<file path="src/rtl/alu_seq_pkg.sv">
// Shared opcode and FSM state encodings for the sequential ALU.
package alu_seq_pkg;

  typedef enum logic [2:0] {
    OP_ADD = 3'd0,
    OP_SUB = 3'd1,
    OP_AND = 3'd2,
    OP_OR  = 3'd3,
    OP_XOR = 3'd4,
    OP_SHL = 3'd5,
    OP_SHR = 3'd6,
    OP_MUL = 3'd7
  } op_e;

  typedef enum logic {
    S_IDLE = 1'b0,
    S_MUL  = 1'b1
  } state_e;

endpackage

</file>
<file path="src/rtl/alu_seq_mul.sv">
// Unsigned shift-add multiplier: one partial product per cycle, then a final
// cycle that presents the product with fin high.
module alu_seq_mul #(
  parameter int WIDTH = 8
) (
  input  logic               clk,
  input  logic               rst,
  input  logic               go,
  input  logic [WIDTH-1:0]   a,
  input  logic [WIDTH-1:0]   b,
  output logic               busy,
  output logic               fin,
  output logic [2*WIDTH-1:0] product
);

  localparam int CNT_W = $clog2(WIDTH + 1);

  logic [2*WIDTH-1:0] mcand;
  logic [2*WIDTH-1:0] acc;
  logic [WIDTH-1:0]   mplier;
  logic [CNT_W-1:0]   cnt;

  always_ff @(posedge clk) begin
    if (rst) begin
      mcand  <= '0;
      acc    <= '0;
      mplier <= '0;
      cnt    <= '0;
      busy   <= 1'b0;
    end else if (go) begin
      mcand  <= {{WIDTH{1'b0}}, a};
      mplier <= b;
      acc    <= '0;
      cnt    <= CNT_W'(WIDTH);
      busy   <= 1'b1;
    end else if (busy) begin
      if (cnt != '0) begin
        if (mplier[0]) acc <= acc + mcand;
        mcand  <= mcand << 1;
        mplier <= mplier >> 1;
        cnt    <= cnt - 1'b1;
      end else begin
        busy <= 1'b0;
      end
    end
  end

  // Counter exhausted: the accumulator holds the full product this cycle.
  assign fin     = busy && (cnt == '0);
  assign product = acc;

endmodule

</file>
<file path="src/rtl/alu_seq_unit.sv">
// Sequential ALU with A/B operand registers, single-cycle logic/arith ops and
// a multi-cycle multiply, behind a start/busy/done handshake.
module alu_seq_unit
  import alu_seq_pkg::*;
#(
  parameter  int WIDTH   = 8,
  localparam int SHIFT_W = $clog2(WIDTH)
) (
  input  logic               clk,
  input  logic               rst,
  input  logic               load,
  input  logic               sel_b,
  input  logic [WIDTH-1:0]   din,
  input  logic [2:0]         op,
  input  logic [SHIFT_W-1:0] shamt,
  input  logic               start,
  output logic               busy,
  output logic               done,
  output logic [WIDTH-1:0]   y,
  output logic               zero,
  output logic               carry,
  output logic               overflow,
  output logic [WIDTH-1:0]   reg_a,
  output logic [WIDTH-1:0]   reg_b
);

  state_e state, state_nxt;
  op_e    op_q;

  logic               mul_go, mul_busy, mul_fin;
  logic [2*WIDTH-1:0] mul_prod;
  logic               wr_alu, wr_mul;

  logic [WIDTH-1:0]   alu_y;
  logic               alu_c, alu_v;
  logic [WIDTH:0]     add_w, sub_w, shl_w, shr_w;

  assign op_q = op_e'(op);

  alu_seq_mul #(.WIDTH(WIDTH)) u_mul (
    .clk     (clk),
    .rst     (rst),
    .go      (mul_go),
    .a       (reg_a),
    .b       (reg_b),
    .busy    (mul_busy),
    .fin     (mul_fin),
    .product (mul_prod)
  );

  assign busy = mul_busy;

  // Shifts run one bit wider so the extra bit catches the last bit shifted out.
  assign add_w = {1'b0, reg_a} + {1'b0, reg_b};
  assign sub_w = {1'b0, reg_a} - {1'b0, reg_b};
  assign shl_w = {1'b0, reg_a} << shamt;
  assign shr_w = {reg_a, 1'b0} >> shamt;

  always_comb begin
    alu_y = '0;
    alu_c = 1'b0;
    alu_v = 1'b0;
    case (op_q)
      OP_ADD: begin
        alu_y = add_w[WIDTH-1:0];
        alu_c = add_w[WIDTH];
        alu_v = (reg_a[WIDTH-1] == reg_b[WIDTH-1]) && (alu_y[WIDTH-1] != reg_a[WIDTH-1]);
      end
      OP_SUB: begin
        alu_y = sub_w[WIDTH-1:0];
        alu_c = sub_w[WIDTH];
        alu_v = (reg_a[WIDTH-1] != reg_b[WIDTH-1]) && (alu_y[WIDTH-1] != reg_a[WIDTH-1]);
      end
      OP_AND: alu_y = reg_a & reg_b;
      OP_OR:  alu_y = reg_a | reg_b;
      OP_XOR: alu_y = reg_a ^ reg_b;
      OP_SHL: begin
        alu_y = shl_w[WIDTH-1:0];
        alu_c = shl_w[WIDTH];
      end
      OP_SHR: begin
        alu_y = shr_w[WIDTH:1];
        alu_c = shr_w[0];
      end
      default: ;
    endcase
  end

  always_comb begin
    state_nxt = state;
    mul_go    = 1'b0;
    wr_alu    = 1'b0;
    wr_mul    = 1'b0;
    case (state)
      S_IDLE: begin
        if (start) begin
          if (op_q == OP_MUL) begin
            mul_go    = 1'b1;
            state_nxt = S_MUL;
          end else begin
            wr_alu = 1'b1;
          end
        end
      end
      S_MUL: begin
        if (mul_fin) begin
          wr_mul    = 1'b1;
          state_nxt = S_IDLE;
        end
      end
      default: state_nxt = S_IDLE;
    endcase
  end

  always_ff @(posedge clk) begin
    if (rst) begin
      state    <= S_IDLE;
      reg_a    <= '0;
      reg_b    <= '0;
      y        <= '0;
      zero     <= 1'b0;
      carry    <= 1'b0;
      overflow <= 1'b0;
      done     <= 1'b0;
    end else begin
      state <= state_nxt;
      done  <= wr_alu | wr_mul;
      if (load) begin
        if (sel_b) reg_b <= din;
        else       reg_a <= din;
      end
      if (wr_alu) begin
        y        <= alu_y;
        zero     <= (alu_y == '0);
        carry    <= alu_c;
        overflow <= alu_v;
      end else if (wr_mul) begin
        y        <= mul_prod[WIDTH-1:0];
        zero     <= (mul_prod[WIDTH-1:0] == '0);
        carry    <= |mul_prod[2*WIDTH-1:WIDTH];
        overflow <= |mul_prod[2*WIDTH-1:WIDTH];
      end
    end
  end

endmodule

</file>
<file path="config.mk">
export PLATFORM = sky130hd
export DESIGN_NAME = alu_seq_unit
export DESIGN_NICKNAME = d
export VERILOG_FILES = /design/src/rtl/alu_seq_pkg.sv /design/src/rtl/alu_seq_mul.sv /design/src/rtl/alu_seq_unit.sv
export SDC_FILE = /design/constraint.sdc
export NUM_CORES = 1
export LEC_CHECK = 0
export CORE_ASPECT_RATIO = 1.5
export CORE_UTILIZATION = 40
export DETAILED_ROUTE_END_ITERATION = 7
export DONT_BUFFER_PORTS = 1
export GPL_ROUTABILITY_DRIVEN = 0
export GPL_TIMING_DRIVEN = 0
export MAX_ROUTING_LAYER = met4
export PLACE_DENSITY = 0.59
export SKIP_LAST_GASP = 1
export SYNTH_ARGS = -nofsm -noshare
export SYNTH_HDL_FRONTEND = slang
export SYNTH_SLANG_ARGS = --single-unit
</file>
<file path="constraint.sdc">
create_clock -name clk -period 5.67 [get_ports clk]
set_clock_uncertainty 0.05 [all_clocks]
set_input_delay 1.134 -clock clk [delete_from_list [all_inputs] [get_ports clk]]
set_output_delay 1.134 -clock clk [all_outputs]
set_load 0.02 [all_outputs]
</file>
==> results.toml <==
[clocking]
clock-sinks = 74
clkTransAtPathRegs_ns = 0.06
ctsHtreeMaxLevel = 3
cts_buffer_depth = 2
cts_setup_buffers = 0
cts_resized = 0
clock_latency_ns = 0.34
cts_made_buffers = 9
cts_tree = "yes"
root_buffer = "clkbuf_16"
cts_hold_buf = 0

[placed_design]
dp_hpwl_um = 13900
place_ws_ns = 2.01
placed_cell_area_um2 = 5590
io_buffers = 0

[timing]
setup_slack_ns = 1.82
tns_ns = 0
finalMaxSlewViolations = 0
fin_crit_ns = 3.85
max_freq_mhz = 260
final-hold-violation-count = 0
post-route-period-util = 0.678
relSlewSlack = 0.274
setup_viol = 0
tightest_slew_ns = 1.09
rsz0062_at_grt = "false"

[power]
power.internal_mw = 1.00
pwr-share-clk = 0.447
swShare = 0.289
combPwrFrac = 0.146
p_switching_uw = 407
p_leak_nw = 2.31
power_density_nw_per_um2 = 238
peakVddDrop_mv = 0.169
p_seq_frac = 0.407
power.total_mw = 1.41

[layout]
fillers = 1317
nets = 773
diodes = 0
mostFrequentLayoutCell = "nand2_1"
drive_gt1_frac = 0.0489
design_area_um2 = 5920
multiInputGateArea_um2 = 3610
final_cell_mix = "95 x nand2_1, 81 x a21oi_1, 78 x nor2_1"
seq_area_um2 = 1480
area_growth_pct = 9.77

[logic_synthesis]
synth_warnings = 0
synth-edff-count = 0
syn_area_um2 = 5390
syn-num-nets = 762
synth_cells = 700
synth-seq-area-share = 0.275
synth_ff_type = "dfxtp_1"
ys_ff_latch = 74
ys_types = 68
syn_area_per_cell_um2 = 7.70
async_flop_share = 0

[setup_path]
crit_arrival_ns = 4.05
r2r_slack_ns = 1.82
critPathKind = "reg2reg"
crit_start = "reg_a[2]"
cp-start-kind = "flip-flop"
rr_worst_depth = 11
crit_end = "zero"
reg2reg_to = "zero"
cp-end-kind = "flip-flop"
r2r_start = "reg_a[2]"
path_max_fanout = 10
cp_data_required_time_ns = 5.87

[min_path]
worstHoldPathCells = 2
hp-class = "reg2reg"

[detailed_routing]
detail-route-antenna-nets = 0
finalWirelength_um = 17700
drt_iter0_drc = 384
first_pass_iters = 6
viasPerCell = 6.10
avgRoutedWirePerCell_um = 20.3
drc = 0
num_vias = 5341

[global_route]
grt_max_degree = 15
antenna_found_initial = 0
grt_usage = 0.267
grt_overflow = 0
grt_pass1_wl_um = 28000
grt_pass1_vias = 5331

[floorplanning]
rows = 51
die-area_um2 = 14000
start_util = 0.412
core_area_um2 = 13100
ios = 48
die_y_um = 144
die_w_um = 96.8

[flow_run]
drv_cap = 0

[run_status]
status = "completed"
==> worst min-delay path by stage <==
stage	startpoint	to	slack [ns]
after detailed placement	u_mul.product[11]	u_mul.product[11]	0.42
after floorplan	u_mul.product[15]	u_mul.product[15]	0.40
after global routing	u_mul.mplier[7]	u_mul.mplier[7]	0.45
after global placement	u_mul.product[15]	u_mul.product[15]	0.41
after CTS	u_mul.mplier[7]	u_mul.mplier[7]	0.42
final	u_mul.product[11]	u_mul.product[11]	0.42
==> sequential cells by signal (all words and copies together) (netlist names) <==
register / flops
u_mul.busy: 1
u_mul.mplier: 8
u_mul.cnt: 4
u_mul.mcand: 16
zero: 1
y: 8
done: 1
state: 1
reg_b: 8
reg_a: 8
overflow: 1
carry: 1
u_mul.product: 16
==> per-stage QoR <==
step                      std cells   util  hold WS [ns]
after global placement          859  0.427         0.412
after global routing            875  0.452         0.448
after CTS                       875  0.452         0.425
after detailed placement        859  0.427         0.417
after floorplan                 700      -         0.396
final                           875  0.452         0.422
==> power by group through the flow <==
stage	logic (mW)	clock network, mW	registers (mW)
floorplan	0.149	0	0.572
global placement	0.198	0	0.583
detailed placement	0.200	0	0.584
CTS	0.202	0.635	0.572
global route	0.225	0.657	0.575
finish	0.205	0.629	0.573
==> worst max-delay path, cell delays in order, from the launching register on <==
cell and delay, ns:
dfxtp_1 0.51, clkbuf_1 0.50, inv_1 0.17, ha_1 0.32, buf_2 0.18, xor2_1 0.16
nand2_1 0.07, a21oi_1 0.09, a2111oi_0 0.85, nand2_1 0.14, or4b_1 0.60, o32ai_2 0.11
==> cells in the mapped netlist, types with 7 or more instances <==
cell | instances | area share
nand4_1 | 7 | 0.0081
mux2i_1 | 12 | 0.022
or3_1 | 7 | 0.0081
nor2_1 | 78 | 0.054
a21o_1 | 8 | 0.011
o21ai_0 | 18 | 0.017
buf_2 | 8 | 0.0074
nor2b_1 | 14 | 0.016
dfxtp_1 | 74 | 0.27
a211o_1 | 8 | 0.013
a311oi_1 | 16 | 0.026
nand3_1 | 22 | 0.020
clkbuf_1 | 34 | 0.024
inv_1 | 30 | 0.021
a21oi_1 | 81 | 0.075
nor3_1 | 12 | 0.011
ha_1 | 40 | 0.093
a211oi_1 | 7 | 0.0097
xnor2_1 | 9 | 0.015
nor4_1 | 10 | 0.012
nand2_1 | 95 | 0.066
==> logic make-up after synthesis <==
logic type,after synthesis,synth area share
fa+ha+maj,43,0.104
buf+inv,76,0.0562
simple gates,281,0.246
compound gates,191,0.234
xor+xnor,14,0.0227
flops,74,0.275
mux,21,0.0627
==> layout make-up <==
| type | count | share of cell area |
|---|---|---|
| multi-input cells | 550 | 0.610 |
| flip-flops and latches | 74 | 0.250 |
| clock buffers | 9 | 0.0381 |
| well taps | 159 | 0.0336 |
| plain buffers | 44 | 0.0309 |
| inverters | 32 | 0.0203 |
| clock inverters | 7 | 0.0173 |
==> layer usage <==
layer | vias to the layer above | part of all wire | global-route usage
met3 | 67 | 0.056 | 0.0464
met1 | 2522 | 0.37 | 0.263
li1 | 2558 | - | -
met4 | 0 | 0.066 | 0.178
met5 | - | 0 | -
met2 | 194 | 0.51 | 0.481
(Power assumes the default switching activity.)
==> patch (config.mk and constraints unchanged) <==
`WIDTH` is set to 8 in 2 places; all go to 16.
--- a/src/rtl/alu_seq_mul.sv
+++ b/src/rtl/alu_seq_mul.sv
@@ -3,3 +3,3 @@
 module alu_seq_mul #(
-  parameter int WIDTH = 8
+  parameter int WIDTH = 16
 ) (
--- a/src/rtl/alu_seq_unit.sv
+++ b/src/rtl/alu_seq_unit.sv
@@ -5,3 +5,3 @@
 #(
-  parameter  int WIDTH   = 8,
+  parameter  int WIDTH   = 16,
   localparam int SHIFT_W = $clog2(WIDTH)
Interface: changed (5 resized); port bits go from 48 to 81. The function was not compared with the original's and may differ.
==> patch against the original RTL <==
  * Synthesized cell count up 110%
  * Highest routed layer unchanged
  * Critical endpoint unchanged
  * The run now ends with DRC, capacitance limit, slew limit left
  * Routed wire length up 150%
  * Hold slack worse by 0.0031 ns
  * Power up 98%
  * Area after synthesis up 100%
  * Cell area up 100%
  * Worst setup slack worse by 1.3 ns
  * Sequential cell count up 65
==> patch: results <==
[synthesis]
syn_area_per_cell_um2 = 7.56
synth-async-reset-ratio_pct = 0
netlist_top_cells_area = dfxtp_1 (25%), ha_1 (9.5%), nand2_1 (9.4%)
synth.lib_cells_used.distinct = 91
synth_seq_area_share_pct = 25.2
synth.top_cells.by_count = nand2_1 (276), a21oi_1 (142), dfxtp_1 (139)
synth-warning-count = 0
postSynthNetCount = 1574

[outcome]
violations = DRC, capacitance limit, slew limit
status = finished with violations

[detailed_routing]
wl_per_cell_um = 23.7
dr.max_layer_used = met4
first_pass_iters = 8
vias_per_cell = 6.19
remaining_drc_errors = 13
dr_wl_met2_mm = 21.1
drt-initial-drc-count = 1096
wl_met1_mm = 15.4
detailroute.wirelength.met3_mm = 3.62

[placement]
port-buffer-count = 0
placed_cell_area_um2 = 11500
dpl.hpwl_mm = 32.5

[global_routing]
overall_global_routing_usage_pct = 32.7
grt_antenna_before_repair = 3
grt_first_pass_wirelength_mm = 65.3
via_count_of_the_first_global_routing_pass = 10900
maximum_number_of_pins_on_one_net_before_global_route_repair = 17

[cts]
cts-buffers-inserted = 17
cts_max_path_buffers = 2
h-tree-depth = 4
insertion_delay_ns = 0.45
post_cts.resized_instances = 0
path_clk_slew_ns = 0.06
cts_setup_buffers = 0
cts_root_buffer = clkbuf_16

[flow_run]
drv.max_cap_violation_count = 1

[timing]
timing_worst_slew_pin_value_ns = 1.50
finalHoldViolations = 0
report.final.slew_viol_count = 1

[pwr]
power.ir.vdd_worst_uv = 220
static-leakage-power_nw = 4.70

[worst_hold_path]
holdCritPathClass = flip-flop to flip-flop
hold_path_depth = 2

[final_layout]
final_cell_count_no_fill = 1835
drive_above_1_share_pct = 7.05
fill_cells = 2782

[setup_path]
critPathMaxFanout = 10
timing.critical_path.slowest_stage_cell = a211oi_1
reg2regPathDepth = 12
timing.critical_path.slowest_cell_delay_ns = 1.16
crit_arrival_ns = 5.48
[patch: path summary, 6_finish.rpt]
check | startpoint | to | slack [ns]
worst max-delay path | reg_a[1]$_SDFFE_PP0P_ | zero$_SDFFE_PP0P_ | 0.52
worst min-delay path | u_mul.mplier[15]$_SDFFE_PP0P_ | u_mul.mplier[15]$_SDFFE_PP0P_ | 0.42
worst max register to register | reg_a[1]$_SDFFE_PP0P_ | zero$_SDFFE_PP0P_ | 0.52
worst min register to register | u_mul.mplier[15]$_SDFFE_PP0P_ | u_mul.mplier[15]$_SDFFE_PP0P_ | 0.42
[patch: metal layers]
layer	up-vias	track usage (%)
met5	-	-
met4	0	23.4
met3	201	9.95
met2	509	53.8
met1	5369	32.4
li1	5277	-
[patch: stage by stage]
stage | hold WS, ns | util, % | worst slack (ns) | total power [W]
6_report | 0.419 | 44.6 | 0.516 | 0.00279
5_1_grt | 0.442 | 44.6 | 0.410 | 0.00287
4_1_cts | 0.420 | 44.6 | 1.07 | 0.00277
3_5_place_dp | 0.410 | 42.2 | 0.973 | 0.00156
3_3_place_gp | 0.406 | 42.2 | 0.934 | 0.00156
2_1_floorplan | 0.395 | - | 2.01 | 0.00141
[patch: kinds of logic (layout without fill, tap and decap cells)]
logic type      Yosys count  count (layout)  share of synthesized area [%]
mux                      61              61                           7.32
flops                   139             139                           25.2
xor+xnor                 31              31                           2.46
simple gates            580             580                           24.1
other cells               0               3                              0
compound gates          397             397                           24.0
fa+ha+maj                87              87                           10.1
buf+inv                 164             195                           6.82
[patch: cell type report]
| class | instances | share of cell area, % |
|---|---|---|
| Antenna cell | 3 | 0.0620 |
| Buffer | 103 | 4.32 |
| Inverter | 61 | 1.89 |
| Clock buffer | 23 | 4.19 |
| Multi-Input combinational cell | 1156 | 61.9 |
| Tap cell | 342 | 3.53 |
| Sequential cell | 139 | 23.0 |
| Clock inverter | 8 | 1.08 |
[patch: worst max-delay path, delay by kind of cell, from the launching register on]
family / cells / cell delay, ns
mux: 1 / 0.16
compound gates: 6 / 2.43
simple gates: 2 / 0.61
flops: 1 / 0.58
buf+inv: 2 / 0.87
fa+ha+maj: 1 / 0.38
[patch: report_power, final]
group | total (W) | switching [W] | leakage, nW | internal [W]
registers | 0.00109 | 0.0000773 | 1.13 | 0.00101
logic | 0.000486 | 0.000317 | 3.27 | 0.000169
clock network | 0.00122 | 0.000456 | 0.308 | 0.000762
total | 0.00279 | 0.000850 | 4.70 | 0.00194
